## config.mk

```make
export PLATFORM = sky130hd
export DESIGN_NAME = hilo_acc_unit
export DESIGN_NICKNAME = d
export VERILOG_FILES = /design/src/rtl/hilo_acc_unit.sv
export SDC_FILE = /design/constraint.sdc
export NUM_CORES = 1
export LEC_CHECK = 0
export BUFFER_PORTS_ARGS = -buffer_cell sky130_fd_sc_hd__buf_2
export CAP_MARGIN = 0
export CORE_ASPECT_RATIO = 0.6
export CORE_MARGIN = 4
export CORE_UTILIZATION = 36
export CTS_BUF_LIST = sky130_fd_sc_hd__clkbuf_4 sky130_fd_sc_hd__clkbuf_8
export CTS_CLUSTER_DIAMETER = 80
export DETAILED_ROUTE_END_ITERATION = 12
export GPL_TIMING_DRIVEN = 0
export PLACE_DENSITY_LB_ADDON = 0.15
export RECOVER_POWER = 100
export SYNTH_ARGS = -nofsm -noshare
export SYNTH_HDL_FRONTEND = slang
export SYNTH_SLANG_ARGS = --single-unit
```

## constraint.sdc

```tcl
create_clock -name clk -period 8.6 [get_ports clk]
set_input_delay 0.86 -clock clk [delete_from_list [all_inputs] [get_ports clk]]
set_output_delay 0.86 -clock clk [all_outputs]
set_load 0.01 [all_outputs]
```

## src/rtl/hilo_acc_unit.sv

```systemverilog
// HI/LO register pair with plain overwrite, MTHI/MTLO writes and a two-stage
// carry-split multiply-accumulate (add or subtract) into {HI,LO}.
module hilo_acc_unit #(
  parameter int W = 32
) (
  input  logic         clk,
  input  logic         rst,
  input  logic         mult_finish,
  input  logic [1:0]   mult_op,
  input  logic [W-1:0] mult_hi,
  input  logic [W-1:0] mult_lo,
  input  logic         hi_we,
  input  logic         lo_we,
  input  logic [W-1:0] wr_data,
  input  logic         flush,
  output logic [W-1:0] hi,
  output logic [W-1:0] lo,
  output logic         acc_busy,
  output logic         acc_done
);

  // Two's-complement negation over the full 2W-bit accumulator width.
  function automatic logic [2*W-1:0] neg_2w(input logic [2*W-1:0] v);
    return ~v + {{(2*W-1){1'b0}}, 1'b1};
  endfunction

  // Low-half add that keeps the carry out as the top bit.
  function automatic logic [W:0] add_lo(input logic [W-1:0] a, input logic [W-1:0] b);
    return {1'b0, a} + {1'b0, b};
  endfunction

  // High-half add with incoming carry, wrapping at 2^W.
  function automatic logic [W-1:0] add_hi(input logic [W-1:0] a, input logic [W-1:0] b,
                                          input logic c);
    return a + b + {{(W-1){1'b0}}, c};
  endfunction

  logic           vld_p1;
  logic           vld_p2;
  logic [2*W-1:0] b_p1;
  logic [W-1:0]   bhi_p2;
  logic           carry_p2;

  logic           busy;
  logic           fin_ok;
  logic           launch_p0;
  logic           ovw_p0;
  logic           sub_p0;
  logic [W:0]     sum_lo_p1;
  logic           commit_p1;

  assign busy      = vld_p1 | vld_p2;
  // mult_finish is ignored while an accumulate is in flight.
  assign fin_ok    = mult_finish & ~busy;
  assign launch_p0 = fin_ok & (mult_op == 2'b01 || mult_op == 2'b10);
  assign ovw_p0    = fin_ok & (mult_op == 2'b00 || mult_op == 2'b11);
  assign sub_p0    = (mult_op == 2'b10);
  assign sum_lo_p1 = add_lo(lo, b_p1[W-1:0]);
  assign commit_p1 = vld_p1 & ~flush;

  assign acc_busy = busy;
  assign acc_done = vld_p2;

  // Stage 0 -> 1: capture the signed-adjusted operand at launch.
  always_ff @(posedge clk) begin
    if (rst) vld_p1 <= 1'b0;
    else     vld_p1 <= launch_p0;
  end

  always_ff @(posedge clk) begin
    if (launch_p0)
      b_p1 <= sub_p0 ? neg_2w({mult_hi, mult_lo}) : {mult_hi, mult_lo};
  end

  // Stage 1 -> 2: commit LO, forward carry and the high operand half.
  always_ff @(posedge clk) begin
    if (rst) vld_p2 <= 1'b0;
    else     vld_p2 <= commit_p1;
  end

  always_ff @(posedge clk) begin
    if (vld_p1) begin
      carry_p2 <= sum_lo_p1[W];
      bhi_p2   <= b_p1[2*W-1:W];
    end
  end

  always_ff @(posedge clk) begin
    if (rst)            lo <= '0;
    else if (commit_p1) lo <= sum_lo_p1[W-1:0];
    else if (ovw_p0)    lo <= mult_lo;
    else if (lo_we)     lo <= wr_data;
  end

  // Stage 2 commit: HI completes regardless of flush.
  always_ff @(posedge clk) begin
    if (rst)         hi <= '0;
    else if (vld_p2) hi <= add_hi(hi, bhi_p2, carry_p2);
    else if (ovw_p0) hi <= mult_hi;
    else if (hi_we)  hi <= wr_data;
  end

endmodule

```

==> flow_metrics.env <==
export IMPL_initial_core_util_pct=36.7
export IMPL_whs_ps=424
export IMPL_async_flop_share_pct=0
export IMPL_chipWidth_um=234
export IMPL_syn_cell_area_mm2=0.0110
export IMPL_grt_pass1_wl_mm=66.0
export IMPL_rows=49
export IMPL_num_fill_cells=3144
export IMPL_grt_overflow_total=0
export IMPL_post_cts_buffers=0
export IMPL_fin_nets=1586
export IMPL_numCtsBuffers=17
export IMPL_fin_area_mm2=0.0127
export IMPL_rsz0062_at_grt="false"
export IMPL_wl_mm=45.7
export IMPL_ctsLongestPathBuffers=2
export IMPL_synth_nets=1390
export IMPL_synthCells=1219
export IMPL_cp_slowest_cell="o21ai_0"
export IMPL_hpwlAfterDp_mm=36.1
export IMPL_postCtsResizedCells=0
export IMPL_ys_ff_latch=163
export IMPL_cp_max_fo=6
export IMPL_dr_pass1_iters=5
export IMPL_clockRootBuffer="clkbuf_8"
export IMPL_grt_antenna_before_repair=4
export IMPL_ioPinCount=170
export IMPL_placed_area_mm2=0.0125
export IMPL_peakVddDrop_mv=0.0855
export IMPL_fp_coreArea_mm2=0.0300
export IMPL_grtUsageTotal_pct=26.8
export IMPL_drc=0
export IMPL_dr_total_vias=11000
export IMPL_setup_viol=0
export IMPL_gp_congestion=0.956
export IMPL_cts_tree="built"
export IMPL_portBuffers=168
export IMPL_final_antenna_net_count=0
export IMPL_ys_top_cells_by_area="edfxtp_1 26%, dfxtp_1 12%, ha_1 7.3%, xnor2_1 7.2%, a21oi_1 4.6%"
export IMPL_die_area_mm2=0.0336
export IMPL_clock_skew_ps=21.3
export IMPL_grt_max_degree=26
export IMPL_via_per_inst=6.01
export IMPL_cp_start_kind="flip-flop"
export IMPL_crit_type="reg2reg"
export IMPL_path_cells="ha_1 -> o21ai_0 -> o21a_1 -> o31ai_1 -> a2111oi_0 -> clkbuf_1 -> o21ai_0 -> a2111oi_0 -> or3_1 -> and3_1"
export IMPL_multi_input_area_mm2=0.00642
export IMPL_clk_pin_slew_worst_paths_ps=100
export IMPL_power_density_mw_per_mm2=181
export IMPL_period_needed_ps=4000
export IMPL_ys_warn_count=0
export IMPL_htree_levels=4
export IMPL_max_cap_violations=1
export IMPL_hold_path_class="reg2reg"
export IMPL_synth_avg_cell_area_um2=9.05
export IMPL_cpPeakStageDelay_ps=850
export IMPL_cts_hold_buf=0
export IMPL_relSlewSlack_pct=-21.0
export IMPL_wire_per_inst_um=24.8
export IMPL_clkLatencyLatePin_ps=510
export IMPL_drt_iter0_drc=1533
export IMPL_status="finished, violations left"
export IMPL_final_layout_size_suffix_gt1_share_pct=10.0
export IMPL_yosysSeqAreaShare_pct=38.4
export IMPL_arrival_ps=4400
export IMPL_areaGrowthSynthToFinish_pct=15.6
export IMPL_fin_crit_sh_pct=46.5
export IMPL_maxSlewViolCount=26
export IMPL_fmax_mhz=250
export IMPL_synthFlopType="edfxtp_1"
export IMPL_rrSetupSlack_ps=4600
export IMPL_tightest_slew_ps=1820
export IMPL_p_leak_nw=4.85
export IMPL_hold_violations=0
export IMPL_crit_required_ps=9000
export IMPL_regArea_mm2=0.00423
export IMPL_grt_pass1_vias=10200
export IMPL_synth_edf_count=97
export IMPL_violations="capacitance limit, slew limit"
export IMPL_cts_sinks=163
export IMPL_die_y_um=144
export IMPL_ys_types=70
export IMPL_crit_path_end_kind="flip-flop"
export IMPL_synth_largest_area_cell="edfxtp_1"
export IMPL_netlist_area_leader_share_pct=26.4
[worst paths after layout]
| path | startpoint | to | cells past startpoint |
|---|---|---|---|
| setup reg to reg | lo[2] | lo[31] | 10 |
| hold / removal | b_p1[38] | bhi_p2[6] | 0 |
| hold reg to reg | b_p1[38] | bhi_p2[6] | 0 |
| setup / recovery | lo[2] | lo[31] | 10 |
[worst max-delay path: cells and delay by family, from the launching register on]
family	cells	cell delay (ps)
and+or+nand+nor	2	540
DFF	1	370
buffers and inverters	1	210
adders and majority gates	1	380
AOI/OAI and AO/OA	6	2390
[flip-flops by register name, indices dropped and copies added, names as in the netlist]
name	count
b_p1	64
bhi_p2	32
hi	32
lo	32
acc_done	1
carry_p2	1
vld_p1	1
[placed cells by master, fill, tap and decap left out, types with 24 or more instances in the layout]
cell,count
buf_2,99
nand2_1,114
o21ai_0,72
a21o_1,36
nor2_1,108
clkbuf_1,145
dfxtp_1,66
edfxtp_1,97
a211oi_1,24
ha_1,64
a21oi_1,101
xnor2_1,91
nor3_1,31
[logic make-up after synthesis]
logic type	count (synthesis)	share of synthesized area (%)
AND/OR/NAND/NOR	391	17.4
AO/OA/AOI/OAI	388	23.7
flip-flops	163	38.4
XOR/XNOR	106	8.42
buffers and inverters	89	3.03
adder cells (fa/ha/maj)	67	7.80
multiplexers	15	1.36
[where the power goes]
part / switching, W / internal (W) / total (W)
combinational: 0.000441 / 0.000253 / 0.000694
sequential: 0.0000463 / 0.000897 / 0.000943
clock: 0.000327 / 0.000348 / 0.000675
[metal layers]
layer	vias to the layer above	routed length, um	track usage, %
met1	5408	21400	40.5
met5	-	0	0
li1	4970	-	-
met3	52	5360	8.40
met2	617	18200	36.7
met4	0	770	6.75
[cells in the mapped netlist (10+ instances only)]
| cell | count |
|---|---|
| clkbuf_1 | 65 |
| or3_1 | 17 |
| nor3_1 | 31 |
| a2111oi_0 | 22 |
| o21ai_0 | 69 |
| a211oi_1 | 24 |
| nor4_1 | 10 |
| o211ai_1 | 10 |
| o31ai_1 | 21 |
| xnor2_1 | 91 |
| dfxtp_1 | 66 |
| edfxtp_1 | 97 |
| a31oi_1 | 14 |
| xor2_1 | 15 |
| o41ai_1 | 10 |
| nand4_1 | 11 |
| inv_1 | 20 |
| nor2_1 | 107 |
| nand2_1 | 114 |
| ha_1 | 64 |
| o21bai_1 | 12 |
| and2_1 | 14 |
| nand3_1 | 21 |
| a21o_1 | 36 |
| mux2i_1 | 15 |
| a311o_1 | 14 |
| a21oi_1 | 101 |
[area by class of cell]
type	instances	area share (%)
plain buffers	69	2.03
well taps	408	4.01
diodes	3	0.0589
flip-flops and latches	163	33.2
inverters	20	0.589
repair buffers	177	6.18
clock inverters	14	1.66
multi-input cells	967	50.4
clock buffers	18	1.89
[stage by stage]
stage	setup TNS, ps	power [W]	setup WS (ps)	utilization (%)	std cells
2_1_floorplan	0	0.00139	2090	-	1219
6_report	0	0.00231	4600	42.4	1839
3_3_place_gp	-152070	0.00164	-2350	41.2	1795
4_1_cts	0	0.00232	4440	43.1	1835
3_5_place_dp	0	0.00165	4480	41.6	1803
5_1_grt	0	0.00242	4300	42.4	1839
(Power assumes the default switching activity.)
